**src/rtl/mem_arbiter.sv**
```systemverilog
// rtl/mem_arbiter.sv - shares one multi-cycle memory port among NUM_CLIENTS cache controllers
//
// Grants one client at a time for a whole burst and routes read returns to the
// client that issued them, including after that client has dropped its request.
// Optional feature: define MEM_ARBITER_RR_EN for round-robin arbitration;
// otherwise fixed priority (lowest index wins).
//
// Ports:
//   clk, rst_n        clock, asynchronous active-low reset
//   cli_req/en/wr     per-client request (held per burst), access strobe, write flag
//   cli_addr/wdata    packed per-client address and write data
//   cli_gnt           registered one-hot grant
//   cli_ready         granted client's strobe is accepted this cycle
//   cli_valid         read data valid, routed to the issuing client
//   cli_rdata         memory read data broadcast
//   mem_*             memory port (en, wr, addr, wdata out; rdata, valid in)
//   busy              arbiter not idle
module mem_arbiter #(
  parameter int NUM_CLIENTS     = 2,
  parameter int ADDR_W          = 16,
  parameter int DATA_W          = 16,
  parameter int MAX_OUTSTANDING = 4
) (
  input  logic                          clk,
  input  logic                          rst_n,
  input  logic [NUM_CLIENTS-1:0]        cli_req,
  input  logic [NUM_CLIENTS-1:0]        cli_en,
  input  logic [NUM_CLIENTS-1:0]        cli_wr,
  input  logic [NUM_CLIENTS*ADDR_W-1:0] cli_addr,
  input  logic [NUM_CLIENTS*DATA_W-1:0] cli_wdata,
  output logic [NUM_CLIENTS-1:0]        cli_gnt,
  output logic                          cli_ready,
  output logic [NUM_CLIENTS-1:0]        cli_valid,
  output logic [DATA_W-1:0]             cli_rdata,
  output logic                          mem_en,
  output logic                          mem_wr,
  output logic [ADDR_W-1:0]             mem_addr,
  output logic [DATA_W-1:0]             mem_wdata,
  input  logic [DATA_W-1:0]             mem_rdata,
  input  logic                          mem_valid,
  output logic                          busy
);

  localparam int IDX_W = (NUM_CLIENTS > 1) ? $clog2(NUM_CLIENTS) : 1;
  localparam int CNT_W = $clog2(MAX_OUTSTANDING + 1);

  typedef enum logic [1:0] {IDLE, GRANT, DRAIN} state_t;

  state_t           state;
  logic [IDX_W-1:0] own;
  logic [IDX_W-1:0] winner;
  logic             any_req;
  logic [CNT_W-1:0] outs;
  logic [CNT_W-1:0] outs_nxt;
  logic             in_grant;
  logic             ret;
  logic             rd_acc;
`ifdef MEM_ARBITER_RR_EN
  logic [IDX_W-1:0] last;
`endif

  // Arbitration: scan all clients starting from the highest-priority slot.
  always_comb begin
    int j;
    winner  = '0;
    any_req = 1'b0;
    j       = 0;
    for (int i = 0; i < NUM_CLIENTS; i++) begin
`ifdef MEM_ARBITER_RR_EN
      // Start just after the last owner so it gets the lowest priority.
      j = int'(last) + 1 + i;
      if (j >= NUM_CLIENTS) j = j - NUM_CLIENTS;
`else
      j = i;
`endif
      if (!any_req && cli_req[j]) begin
        winner  = IDX_W'(j);
        any_req = 1'b1;
      end
    end
  end

  assign in_grant = (state == GRANT);
  // A return with nothing outstanding is stray: ignore it so outs cannot underflow.
  assign ret      = mem_valid & (outs != '0);
  // A same-cycle return frees a slot, so a full pipeline can still accept.
  assign cli_ready = in_grant & ((outs < CNT_W'(MAX_OUTSTANDING)) | ret);
  // The strobe in the cycle the owner drops req is ignored.
  assign mem_en    = in_grant & cli_req[own] & cli_en[own] & cli_ready;
  assign mem_wr    = in_grant & cli_wr[own];
  assign mem_addr  = in_grant ? cli_addr[int'(own)*ADDR_W +: ADDR_W]  : '0;
  assign mem_wdata = in_grant ? cli_wdata[int'(own)*DATA_W +: DATA_W] : '0;
  assign rd_acc    = mem_en & ~mem_wr;
  assign cli_rdata = mem_rdata;
  assign busy      = (state != IDLE);

  always_comb begin
    cli_valid = '0;
    if (state != IDLE) cli_valid[own] = ret;
  end

  always_comb begin
    case ({rd_acc, ret})
      2'b10:   outs_nxt = outs + CNT_W'(1);
      2'b01:   outs_nxt = outs - CNT_W'(1);
      default: outs_nxt = outs;
    endcase
  end

  always_ff @(posedge clk or negedge rst_n) begin
    if (!rst_n) begin
      state   <= IDLE;
      own     <= '0;
      outs    <= '0;
      cli_gnt <= '0;
`ifdef MEM_ARBITER_RR_EN
      last    <= IDX_W'(NUM_CLIENTS - 1);
`endif
    end else begin
      outs <= outs_nxt;
      case (state)
        IDLE: begin
          if (any_req) begin
            own     <= winner;
            cli_gnt <= NUM_CLIENTS'(1) << winner;
            state   <= GRANT;
          end
        end
        GRANT: begin
          if (!cli_req[own]) begin
            cli_gnt <= '0;
`ifdef MEM_ARBITER_RR_EN
            last    <= own;
`endif
            state   <= (outs_nxt == '0) ? IDLE : DRAIN;
          end
        end
        DRAIN: begin
          if (outs_nxt == '0) state <= IDLE;
        end
        default: state <= IDLE;
      endcase
    end
  end

endmodule

```
**config.mk**
```make
export PLATFORM = sky130hd
export DESIGN_NAME = mem_arbiter
export DESIGN_NICKNAME = d
export VERILOG_FILES = /design/src/rtl/mem_arbiter.sv
export SDC_FILE = /design/constraint.sdc
export NUM_CORES = 1
export LEC_CHECK = 0
export CAP_MARGIN = 20
export CELL_PAD_IN_SITES_DETAIL_PLACEMENT = 1
export CELL_PAD_IN_SITES_GLOBAL_PLACEMENT = 1
export CORE_MARGIN = 2
export CORE_UTILIZATION = 16
export CTS_BUF_LIST = sky130_fd_sc_hd__clkbuf_8
export DETAILED_ROUTE_END_ITERATION = 6
export GPL_TIMING_DRIVEN = 0
export PLACE_DENSITY = 0.88
export SKIP_CTS_REPAIR_TIMING = 1
export SLEW_MARGIN = 20
export SYNTH_ARGS = -nofsm -noshare
export SYNTH_HDL_FRONTEND = slang
export SYNTH_SLANG_ARGS = --single-unit
```
**constraint.sdc**
```tcl
create_clock -name clk -period 2.8 [get_ports clk]
set_input_delay 0.56 -clock clk [delete_from_list [all_inputs] [get_ports clk]]
set_output_delay 0.56 -clock clk [all_outputs]
set_load 0.01 [all_outputs]
```
# Word level (Yosys, flattened, before mapping)
# Index checks and enable logic that the tools add are counted.
# W data, S select, Z words.
[totals] ff_bits=8 elab_cells=63 input_bits=89
[classes] bitwise_logic=10 order_cmp=3 mux=23 eq_ne=7 n_reduce_logical=11 addsub=2 shifts=3
[op_table] operator="$shiftx A32 B6 Y16" n=2
[op_table] operator="$mux W16" n=2
[op_table] operator="$mux W2" n=7
[op_table] operator="$mux W1" n=10
[op_table] operator="$and A1 B1 Y1" n=7
[op_table] operator="$ne A2 B2 Y1 const B" n=3
[op_table] operator="$pmux W2 S3" n=1
[op_table] operator="$pmux W3 S2" n=1
[op_table] operator="$reduce_and A3 Y1" n=2
[op_table] operator="$eq A2 B1 Y1 const B" n=2
[op_table] operator="$eq A2 B2 Y1 const B" n=2
[op_table] operator="$pmux W2 S2" n=1
[op_table] operator="$reduce_bool A2 Y1" n=2
[op_table] operator="$add A3 B1 Y3 const B" n=1
[op_table] operator="$logic_not A3 Y1" n=1
[op_table] operator="$lt A3 B3 Y1 const B" n=1
[op_table] operator="$reduce_bool A3 Y1" n=1
[op_table] operator="$sub A3 B1 Y3 const B" n=1
[op_table] operator="$and A2 B2 Y2" n=1
[op_table] operator="$logic_and A1 B1 Y1" n=2
[op_table] operator="$logic_not A2 Y1" n=1
[op_table] operator="$lt A1 B2 Y1 const B" n=1
[op_table] operator="$reduce_and A2 Y1" n=1
[op_table] operator="$shl A1 B1 Y2 const A" n=1
[op_table] operator="5 further kinds" n=5

# Logic depth before layout (Yosys ltp)
[depth] ltp_word=12 ltp_mapped=11 mapped_depth_nobuf=9

# Worst setup path after synthesis
# No wires, ideal clock.
[synth_timing] kind="reg2reg" from="register state[0]" to="register state[1]" slack_ns=0.623 path_stages_with_launch=12 n_path_buf=2 arrival_ns=2.091 required_time_ns=2.714 path_cell_list="dfrtp_1 > buf_4 > nand2b_1 > buf_2 > a221oi_2 > o21ai_1 > ha_1 > inv_1 > fa_1 > xor2_1 > or3_1 > a32oi_1"
[synth_via] elab_chain_cells=11
[synth_rtl] item="from (decl)" line_no="49" text="state_t state;"
[synth_rtl] item="from (signal assigned)" line_no="135" text="state <= (outs_nxt == '0) ? IDLE : DRAIN;"
[synth_rtl] item="$eq A2 B1 Y1 *" line_no="83" text="assign in_grant = (state == GRANT);"
[synth_rtl] item="$and A1 B1 Y1 (2 in a row)" line_no="89" text="assign mem_en = in_grant & cli_req[own] & cli_en[own] & cli_ready;"
[synth_rtl] item="$and A1 B1 Y1 *" line_no="89"
[synth_rtl] item="via mem_en" line_no="35" text="output logic mem_en,"
[synth_rtl] item="$and A1 B1 Y1 *" line_no="93" text="assign rd_acc = mem_en & ~mem_wr;"
[synth_rtl] item="$eq A2 B1 Y1 / $eq A2 B2 Y1 (equally long branches)" line_no="103" text="case ({rd_acc, ret})"
[synth_rtl] item="$pmux W3 S2 *" line_no="103"
[synth_rtl] item="$logic_not A3 Y1 *" line_no="135, 139"
[synth_rtl] item="$mux W2" line_no="135"
[synth_rtl] item="$mux W2" line_no="130" text="if (!cli_req[own]) begin"
[synth_rtl] item="$pmux W2 S3" line_no="121" text="case (state)"
# Mark *: on every way through the listed nets, which the timed path passes. The rest lies on a longest branch. The select of a mux whose other input is x is not followed.
# A chain may end at the register's enable or synchronous reset.

# Worst setup path in the final report
[layout_timing] from="input cli_en[0]" to="output mem_en"
[layout_via] elab_chain_cells=4
[layout_rtl] item="from (decl)" line_no="27" text="input logic [NUM_CLIENTS-1:0] cli_en,"
[layout_rtl] item="$mux W1 (not written as such) (2 in a row)" line_no="89"
[layout_rtl] item="$and A1 B1 Y1 (2 in a row)" line_no="89"
[layout_rtl] item="to (decl)" line_no="35"
# No other way between the ends. The select of a mux whose other input is x is not followed.

==> results_dict.tcl <==
set metrics [dict create \
    outcome "finished, final reports clean" \
    drt_first_iter_violations 12 \
    relSlewSlack_pct 74.30 \
    yosysTopAreaCell "mux2i_1" \
    ant_nets 0 \
    cp_data_required_time_ns 2.24 \
    num_rows 30 \
    clk_latency_ns 0.22 \
    leakage_uw 0.001107 \
    synth_top_cell_area_share_pct 29.60 \
    cp-startpoint "cli_en[0]" \
    vias_per_cell 4.094 \
    htreeDepth 1 \
    post_dp_cell_area_um2 2551 \
    drv_cap 0 \
    crit_top_cell "clkdlybuf4s50_1" \
    arrival_ns 1.98 \
    async_reset_ff_share_pct 100.0 \
    n_fill_cell 827 \
    worstReg2RegEnd "state[1]" \
    wire_per_inst_um 13.57 \
    hold_start "state[1]" \
    yosysWarnings 0 \
    crit_type "in2out" \
    overflow 0 \
    crit_path_start_kind "primary input" \
    area.sequential_um2 200.2 \
    path_depth 4 \
    synth_seq_cells 8 \
    grt_antenna_before_repair 0 \
    grt_pass1_vias 1652 \
    cpPeakStageDelay_ns 0.58 \
    synth.yosys.seq_area_share_pct 17.41 \
    setup_ws_ns 0.2606 \
    grt_pass1_wl_um 7472 \
    reg2reg_slack_ns 0.40 \
    clock-sinks 8 \
    setup_viol 0 \
    core_area_um2 6869 \
    power_density_nw_per_um2 740.7 \
    drc_errors 0 \
    synthFlopType "dfrtp_1" \
    instances_no_fill 373 \
    max_freq_mhz 393.8 \
    power.total_uw 1924 \
    vias 1527 \
    hpwlAfterDp_um 4357 \
    final_max_slew_viol_count 0 \
    initial_core_util_pct 16.74 \
    cp_slowest_cell "clkdlybuf4s50_1" \
    synthCells 146 \
    yosysMostFrequentCell "nor2_1" \
    cts_root_buf "clkbuf_8" \
    portBuffers 128 \
    critPathMaxFanout 2 \
    dp.cells 370 \
    dieArea_um2 7881 \
    worst_pin_slew_ns 0.3843 \
    netlist_area_um2 1150 \
    cts_tree "built" \
    clockBufferDepth 2 \
    stdcell_area_um2 2597 \
    fin_nets 370 \
    grtUsageTotal_pct 12.10 \
    endpoint "mem_en" \
    synth_commonest_cells "37 x nor2_1, 34 x mux2i_1, 17 x buf_4" \
    globalplace.congestion 0.7191 \
    finalCritPeriodShare_pct 90.69 \
    grt_max_degree 11 \
    area_growth_pct 125.9 \
    r2r_start "state[0]" \
    crit_chain "clkdlybuf4s50_1 -> nand3b_1 -> a221oi_2 -> clkdlybuf4s50_1" \
    syn_nets 237 \
    io_pins 145 \
    die_height_um 88.78 \
    dpl_worst_slack_ns -0.1128 \
    irDropWorstVdd_uv 276.5 \
    detail_route.wirelength_um 5061 \
    insertedDiodeCount 0 \
    hold_viol 0 \
    min_period_ns 2.539 \
    synth_edf_count 0 \
    avgSynthCellArea_um2 7.876 \
    grt_setup_unrepaired "no" \
    skew_ns 0.0007245 \
    cts_inserted_buffers 3 \
    rr_worst_depth 11 \
    synthTopCellsByArea "mux2i_1 30%, dfrtp_1 17%, nor2_1 12%" \
    multi_input_area_um2 723.2 \
    ys_types 30 \
    worstHoldPathType "reg2reg" \
    crit_family "buffers and inverters" \
    die_w_um 88.78 \
    drt_pass1_iterations 4 \
    drive_above_1_share_pct 10.47 \
    critical_path_buf_inv_count 2 \
    clkTransAtPathRegs_ns 0.04 \
    worstSetupEndpointType "output port" \
]
[kinds of logic (layout without fill, tap and decap cells)]
family	count (synthesis)	after routing	share of synthesized area, %
AND/OR/NAND/NOR	55	55	21.11
multiplexers	34	34	29.60
buffers and inverters	32	163	19.70
AO/OA/AOI/OAI	13	13	7.835
flip-flops	8	8	17.41
adder cells (fa/ha/maj)	2	2	2.829
XOR/XNOR	2	2	1.524
[how the worst min path moves through the flow]
stage | to | slack, ns | cells after the start
6_report | state[0] | 0.53 | 1
5_1_grt | state[0] | 0.56 | 1
4_1_cts | state[0] | 0.53 | 1
3_5_place_dp | state[0] | 0.52 | 1
3_3_place_gp | cli_gnt[0] | 0.51 | 1
2_1_floorplan | cli_gnt[0] | 0.26 | 0
[cell type report]
type / instances / area share (%)
multi-input cells: 106 / 27.84
plain buffers: 25 / 7.707
flip-flops and latches: 8 / 7.707
repair buffers: 128 / 49.52
well taps: 96 / 4.624
clock buffers: 3 / 1.590
inverters: 7 / 1.012
[layout by cell type, fill, tap and decap left out]
cell | synthesis | final
fa_1 | 1 | 1
ha_1 | 1 | 1
dlymetal6s2s_1 | 0 | 2
o2bb2ai_1 | 1 | 1
nand3b_1 | 2 | 2
a221oi_2 | 1 | 1
inv_1 | 7 | 7
buf_8 | 2 | 2
dfrtp_1 | 8 | 8
xnor2_1 | 1 | 1
nor4_1 | 1 | 1
buf_6 | 2 | 2
a22oi_1 | 1 | 1
o211ai_1 | 1 | 1
and2_1 | 1 | 1
buf_4 | 17 | 17
nand2b_1 | 5 | 5
clkdlybuf4s50_1 | 0 | 126
mux2i_1 | 34 | 34
buf_2 | 4 | 4
xor2_1 | 1 | 1
a211oi_1 | 1 | 1
nor2_1 | 37 | 37
nor3_1 | 1 | 1
and3_1 | 1 | 1
clkbuf_8 | 0 | 3
nand2_1 | 2 | 2
a21oi_1 | 4 | 4
nand3_1 | 4 | 4
a32oi_1 | 1 | 1
o21ai_0 | 2 | 2
o21ai_1 | 1 | 1
or3_1 | 1 | 1
[registers in the layout, indices dropped and copies added, names as in the netlist]
signal / cells
outs: 3
cli_gnt: 2
state: 2
own: 1
[per-layer routing]
layer | share of wire, % | vias up | track usage [%]
li1 | - | 738 | -
met1 | 36 | 710 | 12.68
met2 | 55 | 75 | 23.54
met3 | 8.1 | 4 | 3.078
met4 | 0.95 | 0 | 3.306
met5 | 0 | - | 0
[power by group]
group	leakage [µW]	internal [µW]	total [µW]	switching, µW
Sequential	0.0000965	174	233	59.0
Combinational	0.000989	847	1550	708
Clock	0.0000216	93.0	137	43.5
[metrics by stage]
stage / hold WS [ns] / TNS (ns) / util (%)
2_1_floorplan: 0.2644 / 0 / -
3_3_place_gp: 0.5088 / -0.04951 / 37.14
3_5_place_dp: 0.5164 / -0.1128 / 37.14
4_1_cts: 0.5321 / 0 / 37.74
5_1_grt: 0.5611 / 0 / 37.81
6_report: 0.5335 / 0 / 37.81
(Power assumes the default switching activity.)
